`src/rtl/mcu_l2_pkg.sv`:
```
// Shared types and constants for the L2 DDR refill path.
package mcu_l2_pkg;

  localparam int unsigned BEAT_W         = 128;
  localparam int unsigned WORDS_PER_BEAT = 8;
  localparam logic [11:0] L2_WORDS_MAX   = 12'hFFF;

  typedef enum logic [1:0] {
    ST_IDLE      = 2'd0,
    ST_CHECK     = 2'd1,
    ST_REQ       = 2'd2,
    ST_WAIT_DATA = 2'd3
  } refill_state_e;

  typedef logic [BEAT_W-1:0] beat_t;

endpackage

```
`src/rtl/refill_beat_fifo.sv`:
```
// Skid FIFO holding DDR read beats until L2 port B is free of conflicts.
module refill_beat_fifo
  import mcu_l2_pkg::*;
#(
  parameter int unsigned DEPTH = 8
) (
  input  logic  clk_166M66,
  input  logic  mcu_sys_rst,
  input  logic  push,
  input  beat_t push_data,
  input  logic  pop,
  output beat_t head_c,
  output logic  full_c,
  output logic  empty_c
);

  localparam int unsigned PTR_W = $clog2(DEPTH);
  localparam int unsigned CNT_W = PTR_W + 1;

  beat_t            mem [DEPTH];
  logic [PTR_W-1:0] wr_ptr;
  logic [PTR_W-1:0] rd_ptr;
  logic [CNT_W-1:0] count;
  logic             do_push;
  logic             do_pop;

  assign full_c  = (count == CNT_W'(DEPTH));
  assign empty_c = (count == '0);
  assign do_push = push && !full_c;
  assign do_pop  = pop && !empty_c;
  assign head_c  = mem[rd_ptr];

  // Storage is not reset; only the pointers define validity.
  always_ff @(posedge clk_166M66) begin
    if (do_push) begin
      mem[wr_ptr] <= push_data;
    end
  end

  always_ff @(posedge clk_166M66) begin
    if (mcu_sys_rst) begin
      wr_ptr <= '0;
      rd_ptr <= '0;
      count  <= '0;
    end else begin
      if (do_push) wr_ptr <= wr_ptr + PTR_W'(1);
      if (do_pop)  rd_ptr <= rd_ptr + PTR_W'(1);
      case ({do_push, do_pop})
        2'b10:   count <= count + CNT_W'(1);
        2'b01:   count <= count - CNT_W'(1);
        default: count <= count;
      endcase
    end
  end

endmodule

```
`src/rtl/l2_ddr_refill_ctrl.sv`:
```
// Refills L2 from DDR in fixed bursts when the L2 unread level runs low.
module l2_ddr_refill_ctrl
  import mcu_l2_pkg::*;
#(
  parameter int unsigned BURST_BEATS   = 8,
  parameter logic [11:0] LOW_WATERMARK = 12'd1024,
  parameter int unsigned DDR_ADDR_W    = 28
) (
  input  logic                  clk_166M66,
  input  logic                  mcu_sys_rst,
  input  logic                  i_enable,
  input  logic                  i_start,
  input  logic [DDR_ADDR_W-1:0] i_base_addr,
  input  logic [11:0]           i_l2_unread_size,
  input  logic                  i_l1ddr_rw_conflicts,
  output logic                  o_ddr_operate_enable,
  output logic                  o_ddr_rw,
  output logic [127:0]          o_ddr_wdata,
  output logic                  o_mem_rd_req,
  output logic [DDR_ADDR_W-1:0] o_mem_rd_addr,
  output logic [3:0]            o_mem_rd_len,
  input  logic                  i_mem_rd_ack,
  input  logic                  i_mem_rd_valid,
  input  logic [127:0]          i_mem_rd_data,
  input  logic                  i_mem_rd_last,
  output logic                  o_busy,
  output logic                  o_err
);

  localparam logic [3:0]  BEATS_4  = 4'(BURST_BEATS);
  localparam logic [12:0] BURST_WORDS = 13'(BURST_BEATS * WORDS_PER_BEAT);

  refill_state_e          state;
  refill_state_e          state_nxt;
  logic [DDR_ADDR_W-1:0]  addr;
  logic [3:0]             beat_cnt;
  logic                   err;
  logic                   cond_q;
  logic                   cond_c;
  logic                   in_wait;
  logic                   beat_push;
  logic                   frame_err;
  logic                   burst_done;
  logic                   drain;
  beat_t                  fifo_head;
  logic                   fifo_full;
  logic                   fifo_empty;

  // Refill is worthwhile only when L2 is low and the whole burst still fits.
  assign cond_c = i_enable
               && (i_l2_unread_size <= LOW_WATERMARK)
               && (({1'b0, i_l2_unread_size} + BURST_WORDS) <= 13'(L2_WORDS_MAX));

  assign in_wait    = (state == ST_WAIT_DATA);
  assign beat_push  = in_wait && i_mem_rd_valid && (beat_cnt != BEATS_4) && !fifo_full;
  assign frame_err  = in_wait && i_mem_rd_valid
                   && ((beat_cnt == BEATS_4)
                    || (i_mem_rd_last && ((beat_cnt + 4'd1) != BEATS_4)));
  assign burst_done = in_wait && (beat_cnt == BEATS_4) && fifo_empty;
  assign drain      = !fifo_empty && !i_l1ddr_rw_conflicts;

  refill_beat_fifo #(
    .DEPTH(8)
  ) u_fifo (
    .clk_166M66 (clk_166M66),
    .mcu_sys_rst(mcu_sys_rst),
    .push       (beat_push),
    .push_data  (i_mem_rd_data),
    .pop        (drain),
    .head_c     (fifo_head),
    .full_c     (fifo_full),
    .empty_c    (fifo_empty)
  );

  always_ff @(posedge clk_166M66) begin
    if (mcu_sys_rst) begin
      state    <= ST_IDLE;
      addr     <= '0;
      beat_cnt <= '0;
      err      <= 1'b0;
      cond_q   <= 1'b0;
    end else begin
      state  <= state_nxt;
      cond_q <= cond_c;
      if ((state == ST_IDLE) && i_start) begin
        addr <= i_base_addr;
      end else if (burst_done) begin
        addr <= addr + DDR_ADDR_W'(BURST_BEATS);
      end
      if (state == ST_REQ) begin
        beat_cnt <= '0;
      end else if (beat_push) begin
        beat_cnt <= beat_cnt + 4'd1;
      end
      if ((state == ST_IDLE) && i_start) begin
        err <= 1'b0;
      end else if (frame_err) begin
        err <= 1'b1;
      end
    end
  end

  // Next state; enable loss is honoured only between bursts.
  always_comb begin
    state_nxt = state;
    case (state)
      ST_IDLE:      if (i_start) state_nxt = ST_CHECK;
      ST_CHECK: begin
        if (!i_enable)   state_nxt = ST_IDLE;
        else if (cond_q) state_nxt = ST_REQ;
      end
      ST_REQ:       if (i_mem_rd_ack) state_nxt = ST_WAIT_DATA;
      ST_WAIT_DATA: if (burst_done) state_nxt = i_enable ? ST_CHECK : ST_IDLE;
      default:      state_nxt = ST_IDLE;
    endcase
  end

  assign o_ddr_operate_enable = drain;
  assign o_ddr_rw             = drain;
  assign o_ddr_wdata          = drain ? fifo_head : '0;
  assign o_mem_rd_req         = (state == ST_REQ);
  assign o_mem_rd_addr        = addr;
  assign o_mem_rd_len         = (state == ST_REQ) ? BEATS_4 : 4'd0;
  assign o_busy               = (state != ST_IDLE) || !fifo_empty;
  assign o_err                = err;

endmodule

```
`config.mk`:
```
export PLATFORM = sky130hd
export DESIGN_NAME = l2_ddr_refill_ctrl
export DESIGN_NICKNAME = d
export VERILOG_FILES = /design/src/rtl/mcu_l2_pkg.sv /design/src/rtl/refill_beat_fifo.sv /design/src/rtl/l2_ddr_refill_ctrl.sv
export SDC_FILE = /design/constraint.sdc
export NUM_CORES = 1
export LEC_CHECK = 0
export CAP_MARGIN = 10
export CORE_MARGIN = 2
export CORE_UTILIZATION = 50
export DETAILED_ROUTE_END_ITERATION = 16
export GPL_ROUTABILITY_DRIVEN = 0
export PLACE_DENSITY = 0.79
export SLEW_MARGIN = 20
export SYNTH_ARGS = -nofsm -noshare
export SYNTH_HDL_FRONTEND = slang
export SYNTH_HIERARCHICAL = 1
export SYNTH_SLANG_ARGS = --single-unit
export TNS_END_PERCENT = 50
```
`constraint.sdc`:
```
create_clock -name clk_166M66 -period 15.1 [get_ports clk_166M66]
set_input_delay 1.51 -clock clk_166M66 [delete_from_list [all_inputs] [get_ports clk_166M66]]
set_output_delay 1.51 -clock clk_166M66 [all_outputs]
set_load 0.02 [all_outputs]
```
# Word level (Yosys, flattened, before mapping)
# Memories as Yosys holds them, arrays and structs flattened. A register that Yosys moved wholly into a read port is not among the register bits.
# Index checks and enable logic that the tools add are counted.
# Widths: inputs -> output; s select.
# classes
add_sub_neg	7
order_cmp	2
n_eq_ne	13
muxes	16
reduce_logical	26
# ops
op	n
$mux 128	1
$mux 28	2
$add 28x4->28 const B	1
$add 12x7->13 const B	1
$le 13x12->1 const B	1
$logic_and 1x1->1	13
$le 12x11->1 const B	1
$mux 2	5
$add 4x1->4 const B	2
$eq 4x4->1 const B	2
$ne 4x4->1 const B	2
$pmux 2 s4	1
$pmux 4 s2	1
$add 3x1->3 const B	2
$eq 2x2->1 const B	3
$mux 3	2
$reduce_bool 2->1	3
$eq 2x1->1 const B	2
$logic_not 4->1	1
$mux 4	1
$ne 2x1->1 const B	2
$reduce_and 4->1	1
$reduce_or 2->1	2
$sub 4x1->4 const B	1
other kinds (6)	11
# totals
regBits	46
ramBits	1024
wordCells	73
mem_count	1
# memory_table
name	words	width	read_ports	rd_ports_with_merged_regs	wr	line	source
u_fifo.mem	8	128	1	1	1	refill_beat_fifo.sv:20	beat_t mem [DEPTH];

# Logic depth before layout (Yosys ltp)
# Gate-level depths: netlist (run 1).
# depth
depth_word	7
ltp_mapped	13
ltp_nobuf	12

# By module
# The synthesis (run 1) kept the hierarchy.
# by_module_without_submodules
module	instances	cells_each	area_per_inst_um2
refill_beat_fifo	1	1553	39549.2
l2_ddr_refill_ctrl	1	422	3056.7

# Worst setup path after synthesis (run 1)
# No wires, ideal clock.
# synth_timing
kind	in2reg
startpoint	in i_mem_rd_valid
endpoint	mem u_fifo/mem[0][0] (netlist name) (enable)
t_arrival_ns	14.478
t_required_ns	14.169
path_slack_ns	-0.309
path_stages	4
path_buffers	0
path_cell_list	nand3_1 > nor3_1 > nand2_2 > nor4_1
# synth_between
elab_chain_cells	6
# synth_lines
element	line	source
from (decl)	l2_ddr_refill_ctrl.sv:23	input logic i_mem_rd_valid,
$logic_and 1x1->1 (3 in a row)	l2_ddr_refill_ctrl.sv:55	assign beat_push = in_wait && i_mem_rd_valid && (beat_cnt != BEATS_4) && !fifo_full;
named net beat_push	l2_ddr_refill_ctrl.sv:41	logic beat_push;
$logic_and 1x1->1	refill_beat_fifo.sv:29	assign do_push = push && !full_c;
$mux 1	refill_beat_fifo.sv:35	if (do_push) begin
$mux 1 (not written as such)	refill_beat_fifo.sv:36	mem[wr_ptr] <= push_data;
to (decl)	refill_beat_fifo.sv:20	
# The timed path passes the listed nets, and every way through them passes these cells.

==> results of run 1 <==
-- state kept, by name, indices dropped and copies added (netlist names), named ones only --
register       flops
u_fifo/rd_ptr      3
cond_q             1
o_err              1
u_fifo/wr_ptr      3
state              1
u_fifo/count       4
u_fifo/mem      1024
beat_cnt           4
o_mem_rd_addr     28
-- cell type report --
type,instances,area [sq um],share of cell area [%]
tap,1144,1430,2.84
antenna,2,5.00,0.00993
clock inverter,67,778,1.54
sequential,1073,31700,63.0
timing repair buffer,365,3670,7.27
inverter,11,41.3,0.0819
multi-input combinational,782,10000,19.9
clock buffer,125,2750,5.44
-- worst reg2reg max path, stage by stage (launching register included) --
cell,delay (ps)
dfxtp_1,470
or4b_1,280
inv_1,110
nor3_1,760
nand2_2,340
nor3_2,300
buf_4,610
buf_4,820
-- path summary, 6_finish.rpt --
kind	start	end	slack, ps	cells after the start
worst min register to register	o_mem_rd_addr[0]$_SDFFE_PP0P_	o_mem_rd_addr[0]$_SDFFE_PP0P_	460	2
worst max register to register	u_fifo/count[1]$_SDFFE_PP0P_	u_fifo/mem[1][67]$_DFFE_PP_	10980	7
worst max-delay path	flip-flop	o_ddr_wdata[57]	8790	6
worst min-delay path	o_mem_rd_addr[0]$_SDFFE_PP0P_	o_mem_rd_addr[0]$_SDFFE_PP0P_	460	2
-- per-layer routing --
metal	track usage, %	vias up	wire (microns)
li1	-	8943	-
met1	26.0	10800	34700
met2	34.7	576	45900
met3	4.53	146	5300
met4	5.65	8	1840
met5	0	-	56
-- through the flow --
| stage | area, sq um | util (%) | setup slack, ps |
|---|---|---|---|
| floorplan | 42600 | - | 3210 |
| global placement | 46900 | 55.3 | 9440 |
| detailed placement | 46900 | 55.3 | 9370 |
| CTS | 50400 | 59.5 | 8610 |
| global route | 50400 | 59.5 | 8540 |
| finish | 50400 | 59.5 | 8790 |
-- synth_stat cells, drive strengths merged (3+ instances only) --
cell,number
edfxtp,1024
mux4,256
and2,133
mux2,131
buf,61
clkbuf,50
dfxtp,49
nor2,36
nand2,25
o21ai,25
nor3,18
nand3,16
nand4,12
a21oi,11
a31oi,11
inv,11
and4,9
ha,9
or3,8
a311oi,7
xnor2,7
xor2,7
nor4,6
a211oi,5
o31ai,4
and3,3
mux2i,3
nand4b,3
nor2b,3
nor4b,3
or4,3
-- where the power goes --
group,total (uW),switching (uW),internal (uW)
Combinational,121,61.6,59.2
Clock,2620,1090,1530
Sequential,3270,11.1,3260
-- logic make-up (layout without fill, tap and decap cells) --
family | Yosys count | count (layout) | synth area share (%)
DFF | 1073 | 1073 | 74.5
muxes | 390 | 390 | 17.6
and+or+nand+nor | 289 | 289 | 3.99
buffers and inverters | 122 | 568 | 2.21
AOI/OAI and AO/OA | 77 | 77 | 1.19
xor gates and xnor gates | 14 | 14 | 0.288
adders and majority gates | 9 | 9 | 0.264
other | 1 | 5 | 0.00880
==> reports/results.txt, run 1 <==
Status -> finished, final reports clean
Post-DP HPWL -> 46100 microns
CP max FO -> 78
Flops & latches, synth -> 1073
Largest net degree at the start of global routing -> 129
GRT Total Usage -> 20.2%
Least-Margin Pin Slew -> 1130 ps
Lkg Pwr -> 0.0156 uW
Final Cycle Share -> 41.8%
Hold Fails Final Rpt -> 0
Syn Inst Count -> 1975
Crit path cell chain -> buf_4 -> buf_4 -> mux4_2 -> mux2_2 -> and2_1 -> clkdlybuf4s50_1
Core area -> 0.0847 sq mm
Synth unique cells -> 61
Hold Crit Class -> flip-flop to flip-flop
Rows -> 107
Antenna-violating nets left -> 0
Worst VDD drop -> 164 uV
Root buffer cell -> clkbuf_16
Starting Density -> 50.3%
Vias in the first global route -> 21.7k
Most used cell, CP -> buf_4
RSZ-0062 raised after global routing -> false
CTS tree -> built
Final setup fails -> 0
Clk Latency, worst-skew pair -> 700 ps
Vias -> 20.4k
Die Ht -> 296 microns
Dpl cells -> 3375
Post-synth top area share -> 72.2%
Number of synthesis warnings -> 6
Mapped cell area -> 0.0426 sq mm
Power per cell area -> 119 mW/mm^2
Initial antenna violation count -> 9
Startpoint types -> flip-flop
Clock transition at the registers of the reported paths -> 60 ps
Clock Skews -> 26.9 ps
Max-Cap Viols -> 0
Die area -> 0.0876 sq mm
Worst rel slew slack -> 24.4%
Total clock sinks -> 1073
Synth area leaders -> edfxtp_1 (72%), mux4_2 (10%), mux4_1 (3.6%), mux2_2 (3.5%), dfxtp_1 (2.3%)
Drt first pass iters -> 7
F_max -> 0.158 GHz
CP delay by family, top -> buffers and inverters
Initial detailed-routing violation count -> 1542
Pins Over Slew Limit -> 0
Most used flip-flop cell after synthesis -> edfxtp_1
Tmin final -> 6310 ps
Asr flop ratio synth -> 0%
DR vias/cell -> 5.72
Slowest CP cell -> buf_4
Critical path arrival -> 4800 ps
Area Growth Syn to Fin -> 18.3%
Die X -> 296 microns
First-pass GRT wire length -> 132000 microns
Clock Path Buffers -> 3
Bufs and invs on worst path -> 3
Final non-filler cell total -> 3569
Sequential fraction of the synthesis area -> 74.5%
Synth Area per Inst -> 21.6 sq um
Global route total overflow -> 0
Layout cells sized above 1 -> 22.0%
Hold-fix buffers, CTS -> 0
I/O pin count -> 341
Nets -> 2524
Setup_tns -> 0 ps
Post-CTS setup buffer count -> 0
Critical Path RT -> 13590 ps
Drt drc -> 0
Hold WS -> 464 ps
Total CTS buffers -> 106
Worst Setup End Kind -> output pin
Area leader, netlist -> edfxtp_1
Most frequent cells in the layout -> edfxtp_1 (1024), clkdlybuf4s50_1 (337), mux4_2 (198), and2_1 (133), mux2_2 (131)
Post-synth EDFFs -> 1024
Setup CP Type -> flip-flop to output pin
Htree depth -> 3
Post-CTS sizing -> 0
Port bufs -> 337
Commonest non-fill, non-tap cell in the layout -> edfxtp_1
Final WL -> 87900 microns
DR WL/cell -> 24.6 microns
CP peak stage delay -> 940 ps
Final Total Pwr -> 6020 uW
Filler Cells Inserted -> 5877
No activity file was read; power rests on OpenSTA's default activity.
==> run 2: changes to the inputs <==
==> constraint.sdc (replaced) <==
create_clock -name clk_166M66 -period 5.53 [get_ports clk_166M66]
set_input_delay 0.553 -clock clk_166M66 [delete_from_list [all_inputs] [get_ports clk_166M66]]
set_output_delay 0.553 -clock clk_166M66 [all_outputs]
set_load 0.02 [all_outputs]
==> reports/results.txt, run 2 (same netlist as run 1, synthesis figures left out) <==
Setup CP Type -> flip-flop to output pin
Final WL -> 89900 microns
CP max FO -> 37
Dpl ws -> 1890 ps
Final instance area -> 0.0508 sq mm
Critical path arrival -> 3710 ps
Vias in the first global route -> 21.7k
Die Ht -> 296 microns
I/O pin count -> 341
Largest net degree at the start of global routing -> 132
Multi-input combinational cell area -> 0.0101 sq mm
Register Area -> 0.0317 sq mm
Drt drc -> 0
Htree depth -> 3
Sequential power share -> 54.4%
Max FFs per register -> 1024
Antenna-violating nets left -> 0
CTS tree -> built
Power per cell area -> 324 mW/mm^2
Clock transition at the registers of the reported paths -> 60 ps
Worst reg2reg path startpoint -> u_fifo/count[1]$_SDFFE_PP0P_
Setup slack after layout -> 1270 ps
Clk Latency, worst-skew pair -> 660 ps
Rows -> 107
Root buffer cell -> clkbuf_16
Hold Crit Start -> i_base_addr[1]
Die area -> 0.0876 sq mm
Final non-filler cell total -> 3595
Critical Path RT -> 4980 ps
Core area -> 0.0847 sq mm
R2R depth -> 6
Die X -> 296 microns
Clock network fraction of design power -> 43.6%
Switching share of power -> 19.3%
Hold-fix buffers, CTS -> 0
Placed Area -> 0.0472 sq mm
Top reg by flops -> u_fifo/mem
Layout cells sized above 1 -> 22.6%
First-pass GRT wire length -> 134000 microns
Total clock sinks -> 1073
Most frequent cells in the layout -> edfxtp_1 (1024), clkdlybuf4s50_1 (337), mux4_2 (198), and2_1 (133), mux2_2 (131)
Initial detailed-routing violation count -> 1457
RSZ-0062 raised after global routing -> false
Nets -> 2536
Final Cycle Share -> 77.0%
Status -> finished, final reports clean
Initial antenna violation count -> 13
GRT Total Usage -> 20.5%
Worst rel slew slack -> 29.4%
Final setup fails -> 0
Power Internal -> 13300 uW
DR WL/cell -> 25.0 microns
Starting Density -> 50.3%
Worst VDD drop -> 281 uV
Post-CTS sizing -> 0
Startpoint types -> flip-flop
Clock Skews -> 16.6 ps
Least-Margin Pin Slew -> 1060 ps
Global route total overflow -> 0
Total CTS buffers -> 107
Pins Over Slew Limit -> 0
Post-DP HPWL -> 48000 microns
Area Growth Syn to Fin -> 19.1%
Worst R2R Setup Slack -> 2270 ps
Filler Cells Inserted -> 5776
Drt first pass iters -> 7
Port bufs -> 337
Setup_tns -> 0 ps
Fin util -> 59.9%
Hold Fails Final Rpt -> 0
Dpl cells -> 3386
Hold Crit Class -> primary input to flip-flop
Post-CTS setup buffer count -> 0
RR Endpoint -> u_fifo/mem[4][31]$_DFFE_PP_
Vias -> 20.7k
Max-Cap Viols -> 0
Hold EP -> o_mem_rd_addr[1]$_SDFFE_PP0P_
Tmin final -> 4260 ps
F_max -> 0.235 GHz
DR vias/cell -> 5.75
Lkg Pwr -> 0.0157 uW
NetSw -> 3170 uW
Combinational fraction of design power -> 2.0%
Worst hold path depth -> 3
Clock Path Buffers -> 3
Commonest non-fill, non-tap cell in the layout -> edfxtp_1
Worst Setup End Kind -> output pin
## run 2: cell types whose count changed in the layout (fill, tap and decap cells not counted), moves of 3 or more
cell      before  now
buf_12         6   20
nor3_2         4    0
dfxtp_1       46   42
diode_2        2    8
clkinv_1      14   34
dfxtp_2        0    4
clkbuf_1      18   10
inv_6          5    2
nor3_4         0    5
## run 2: power groups by stage
stage / clock (uW) / combinational (uW) / sequential [uW]
finish: 7170 / 330 / 8930
global route: 7630 / 358 / 8930
CTS: 7320 / 330 / 8930
detailed placement: 0 / 329 / 9100
global placement: 0 / 309 / 9100
floorplan: 0 / 57.1 / 9120
## run 2: per-stage QoR
stage	hold slack, ps	total power (uW)
floorplan	485	9180
global placement	447	9410
detailed placement	457	9430
CTS	410	16600
global route	443	16900
finish	463	16400
## run 2: how the worst max path moves through the flow
| stage | startpoint | endpoint | slack, ps | depth (start not counted) |
|---|---|---|---|---|
| 2_1_floorplan | beat_cnt[0]$_SDFFE_PP0P_ | u_fifo/mem[7][0]$_DFFE_PP_ | -1740 | 6 |
| 3_3_place_gp | flip-flop | o_ddr_wdata[29] | 1940 | 5 |
| 3_5_place_dp | flip-flop | o_ddr_wdata[25] | 1890 | 5 |
| 4_1_cts | flip-flop | o_ddr_wdata[34] | 1140 | 5 |
| 5_1_grt | flip-flop | o_ddr_wdata[34] | 1050 | 5 |
| 6_report | flip-flop | o_ddr_wdata[44] | 1270 | 5 |
## run 2: layout make-up
class                      instances  share of cell area, %
inverter                          11                 0.0814
multi-input combinational        782                   19.8
antenna                            8                 0.0394
clock buffer                     117                   5.35
tap                             1144                   2.82
sequential                      1073                   62.6
timing repair buffer             376                   7.72
clock inverter                    84                   1.59
## run 2: worst max-delay path: stages (launching register included)
cell	delay [ps]
dfxtp_4	870
buf_4	550
mux4_1	620
mux2_2	290
and2_1	150
clkdlybuf4s50_1	540
## run 2: routing by layer
layer	GRT usage [%]	up-vias	wire, microns
li1	-	8965	-
met4	6.69	12	2900
met1	26.1	10900	35500
met2	35.2	650	46100
met5	0	-	81
met3	4.53	184	5220
==> run 3: changes to the inputs <==
==> constraint.sdc (replaced) <==
create_clock -name clk_166M66 -period 3.65 [get_ports clk_166M66]
set_input_delay 0.365 -clock clk_166M66 [delete_from_list [all_inputs] [get_ports clk_166M66]]
set_output_delay 0.365 -clock clk_166M66 [all_outputs]
set_load 0.02 [all_outputs]
==> reports/results.txt, run 3 (same netlist as run 1, synthesis figures left out) <==
Status -> finished, final reports clean
Die area -> 0.0876 sq mm
Worst reg2reg path startpoint -> u_fifo/count[1]$_SDFFE_PP0P_
Largest net degree at the start of global routing -> 65
Nets -> 2578
Sequential power share -> 53.8%
Post-DP HPWL -> 53600 microns
Final instance area -> 0.0515 sq mm
Hold Fails Final Rpt -> 0
DR WL/cell -> 25.6 microns
Tmin final -> 3540 ps
Total clock sinks -> 1073
Commonest non-fill, non-tap cell in the layout -> edfxtp_1
Vias -> 20.8k
Final setup fails -> 0
Final Cycle Share -> 96.9%
Max FFs per register -> 1024
DR vias/cell -> 5.74
Htree depth -> 3
Clock Path Buffers -> 3
Startpoint types -> flip-flop
Setup CP Type -> flip-flop to output pin
GRT Total Usage -> 21.2%
Top reg by flops -> u_fifo/mem
Starting Density -> 50.3%
Power Internal -> 20400 uW
Vias in the first global route -> 22.0k
NetSw -> 4780 uW
Drt drc -> 0
F_max -> 0.283 GHz
Drt first pass iters -> 5
Port bufs -> 337
Clk Latency, worst-skew pair -> 660 ps
Clock Skews -> 19.0 ps
Clock transition at the registers of the reported paths -> 60 ps
Max-Cap Viols -> 0
Initial detailed-routing violation count -> 1718
Root buffer cell -> clkbuf_16
First-pass GRT wire length -> 137000 microns
Area Growth Syn to Fin -> 20.8%
Most frequent cells in the layout -> edfxtp_1 (1024), clkdlybuf4s50_1 (337), mux4_2 (198), and2_1 (133), mux2_2 (131)
Worst VDD drop -> 353 uV
I/O pin count -> 341
Die X -> 296 microns
CP max FO -> 26
Total CTS buffers -> 106
Least-Margin Pin Slew -> 701 ps
Hold EP -> o_mem_rd_addr[0]$_SDFFE_PP0P_
Pins Over Slew Limit -> 0
Die Ht -> 296 microns
Worst hold path depth -> 3
Placed Area -> 0.0478 sq mm
Critical Path RT -> 3280 ps
Rows -> 107
Hold Crit Start -> i_base_addr[0]
Antenna-violating nets left -> 0
Final Total Pwr -> 25200 uW
Final WL -> 93000 microns
Critical path arrival -> 3170 ps
Global route total overflow -> 0
Worst R2R Setup Slack -> 660 ps
RR Endpoint -> u_fifo/count[3]$_SDFFE_PP0P_
CTS tree -> built
Layout cells sized above 1 -> 23.8%
Worst Setup End Kind -> output pin
Combinational fraction of design power -> 2.0%
Initial antenna violation count -> 21
Core area -> 0.0847 sq mm
Worst rel slew slack -> 53.3%
Clock network fraction of design power -> 44.2%
Hold Crit Class -> primary input to flip-flop
Switching share of power -> 19.0%
Lkg Pwr -> 0.0160 uW
Hold-fix buffers, CTS -> 0
Power per cell area -> 489 mW/mm^2
R2R depth -> 9
## run 3: cell types whose count changed in the layout (fill, tap and decap cells not counted), moves of 2 or more
cell        previous run  this run
buf_4                 19        36
diode_2                8        11
bufinv_16             14        17
buf_12                20        42
clkinv_2              21        16
clkbuf_16            107       109
clkbuf_1              10        16
clkinv_8               4         0
clkinvlp_4             6         2
buf_16                 0         2
clkinv_1              34        24
## run 3: routing by layer
| metal | routed length (microns) | track usage [%] | vias up |
|---|---|---|---|
| met5 | 138 | 0 | - |
| met4 | 2340 | 7.47 | 20 |
| met3 | 5770 | 4.41 | 146 |
| met2 | 48100 | 36.3 | 679 |
| met1 | 36600 | 27.0 | 10900 |
| li1 | - | - | 9070 |
## run 3: critical path: stages, from the launching register on
cell             delay (ps)
dfxtp_4                 650
buf_12                  270
buf_12                  210
mux4_2                  330
mux2_2                  270
and2_1                  140
clkdlybuf4s50_1         610
## run 3: power groups by stage
stage / sequential (uW) / clock, uW / combinational [uW]
after floorplan: 13800 / 0 / 86.5
after global placement: 13800 / 0 / 474
after detailed placement: 13800 / 0 / 506
after CTS: 13500 / 11300 / 508
after global routing: 13500 / 11800 / 549
final: 13500 / 11100 / 508
## run 3: repair_timing
item	CTS	global route
resized for setup	2	1
pin swaps	0	0
setup buffers	4	0
setup endpoints to repair	81	5
gates cloned	1	0
## run 3: how the worst max path moves through the flow
stage	endpoint	slack (ps)	cells after the start
floorplan	u_fifo/mem[0][0]$_DFFE_PP_	-2160	6
global placement	u_fifo/count[2]$_SDFFE_PP0P_	510	11
detailed placement	o_ddr_wdata[67]	540	5
CTS	o_ddr_wdata[41]	20	6
global route	o_ddr_wdata[86]	-8	5
finish	o_ddr_wdata[63]	110	6
## run 3: cell type report
cell class | instances | area (sq um)
diodes | 11 | 27.5
clock buffers | 125 | 2790
clock inverters | 66 | 768
fillers | 5734 | 33300
inverters | 11 | 41.3
multi-input cells | 782 | 10100
flip-flops and latches | 1073 | 31700
well taps | 1144 | 1430
repair buffers | 419 | 4580
## run 3: metrics by stage
step	hold slack (ps)	std cells	setup slack, ps	utilization (%)	setup TNS [ps]
final	281	3631	112	60.7	0
after global placement	448	3424	511	56.4	0
after detailed placement	455	3424	542	56.4	0
after global routing	270	3630	-7.82	60.7	-7.82
after floorplan	452	1977	-2160	-	-1450000
after CTS	226	3620	22.6	60.7	0
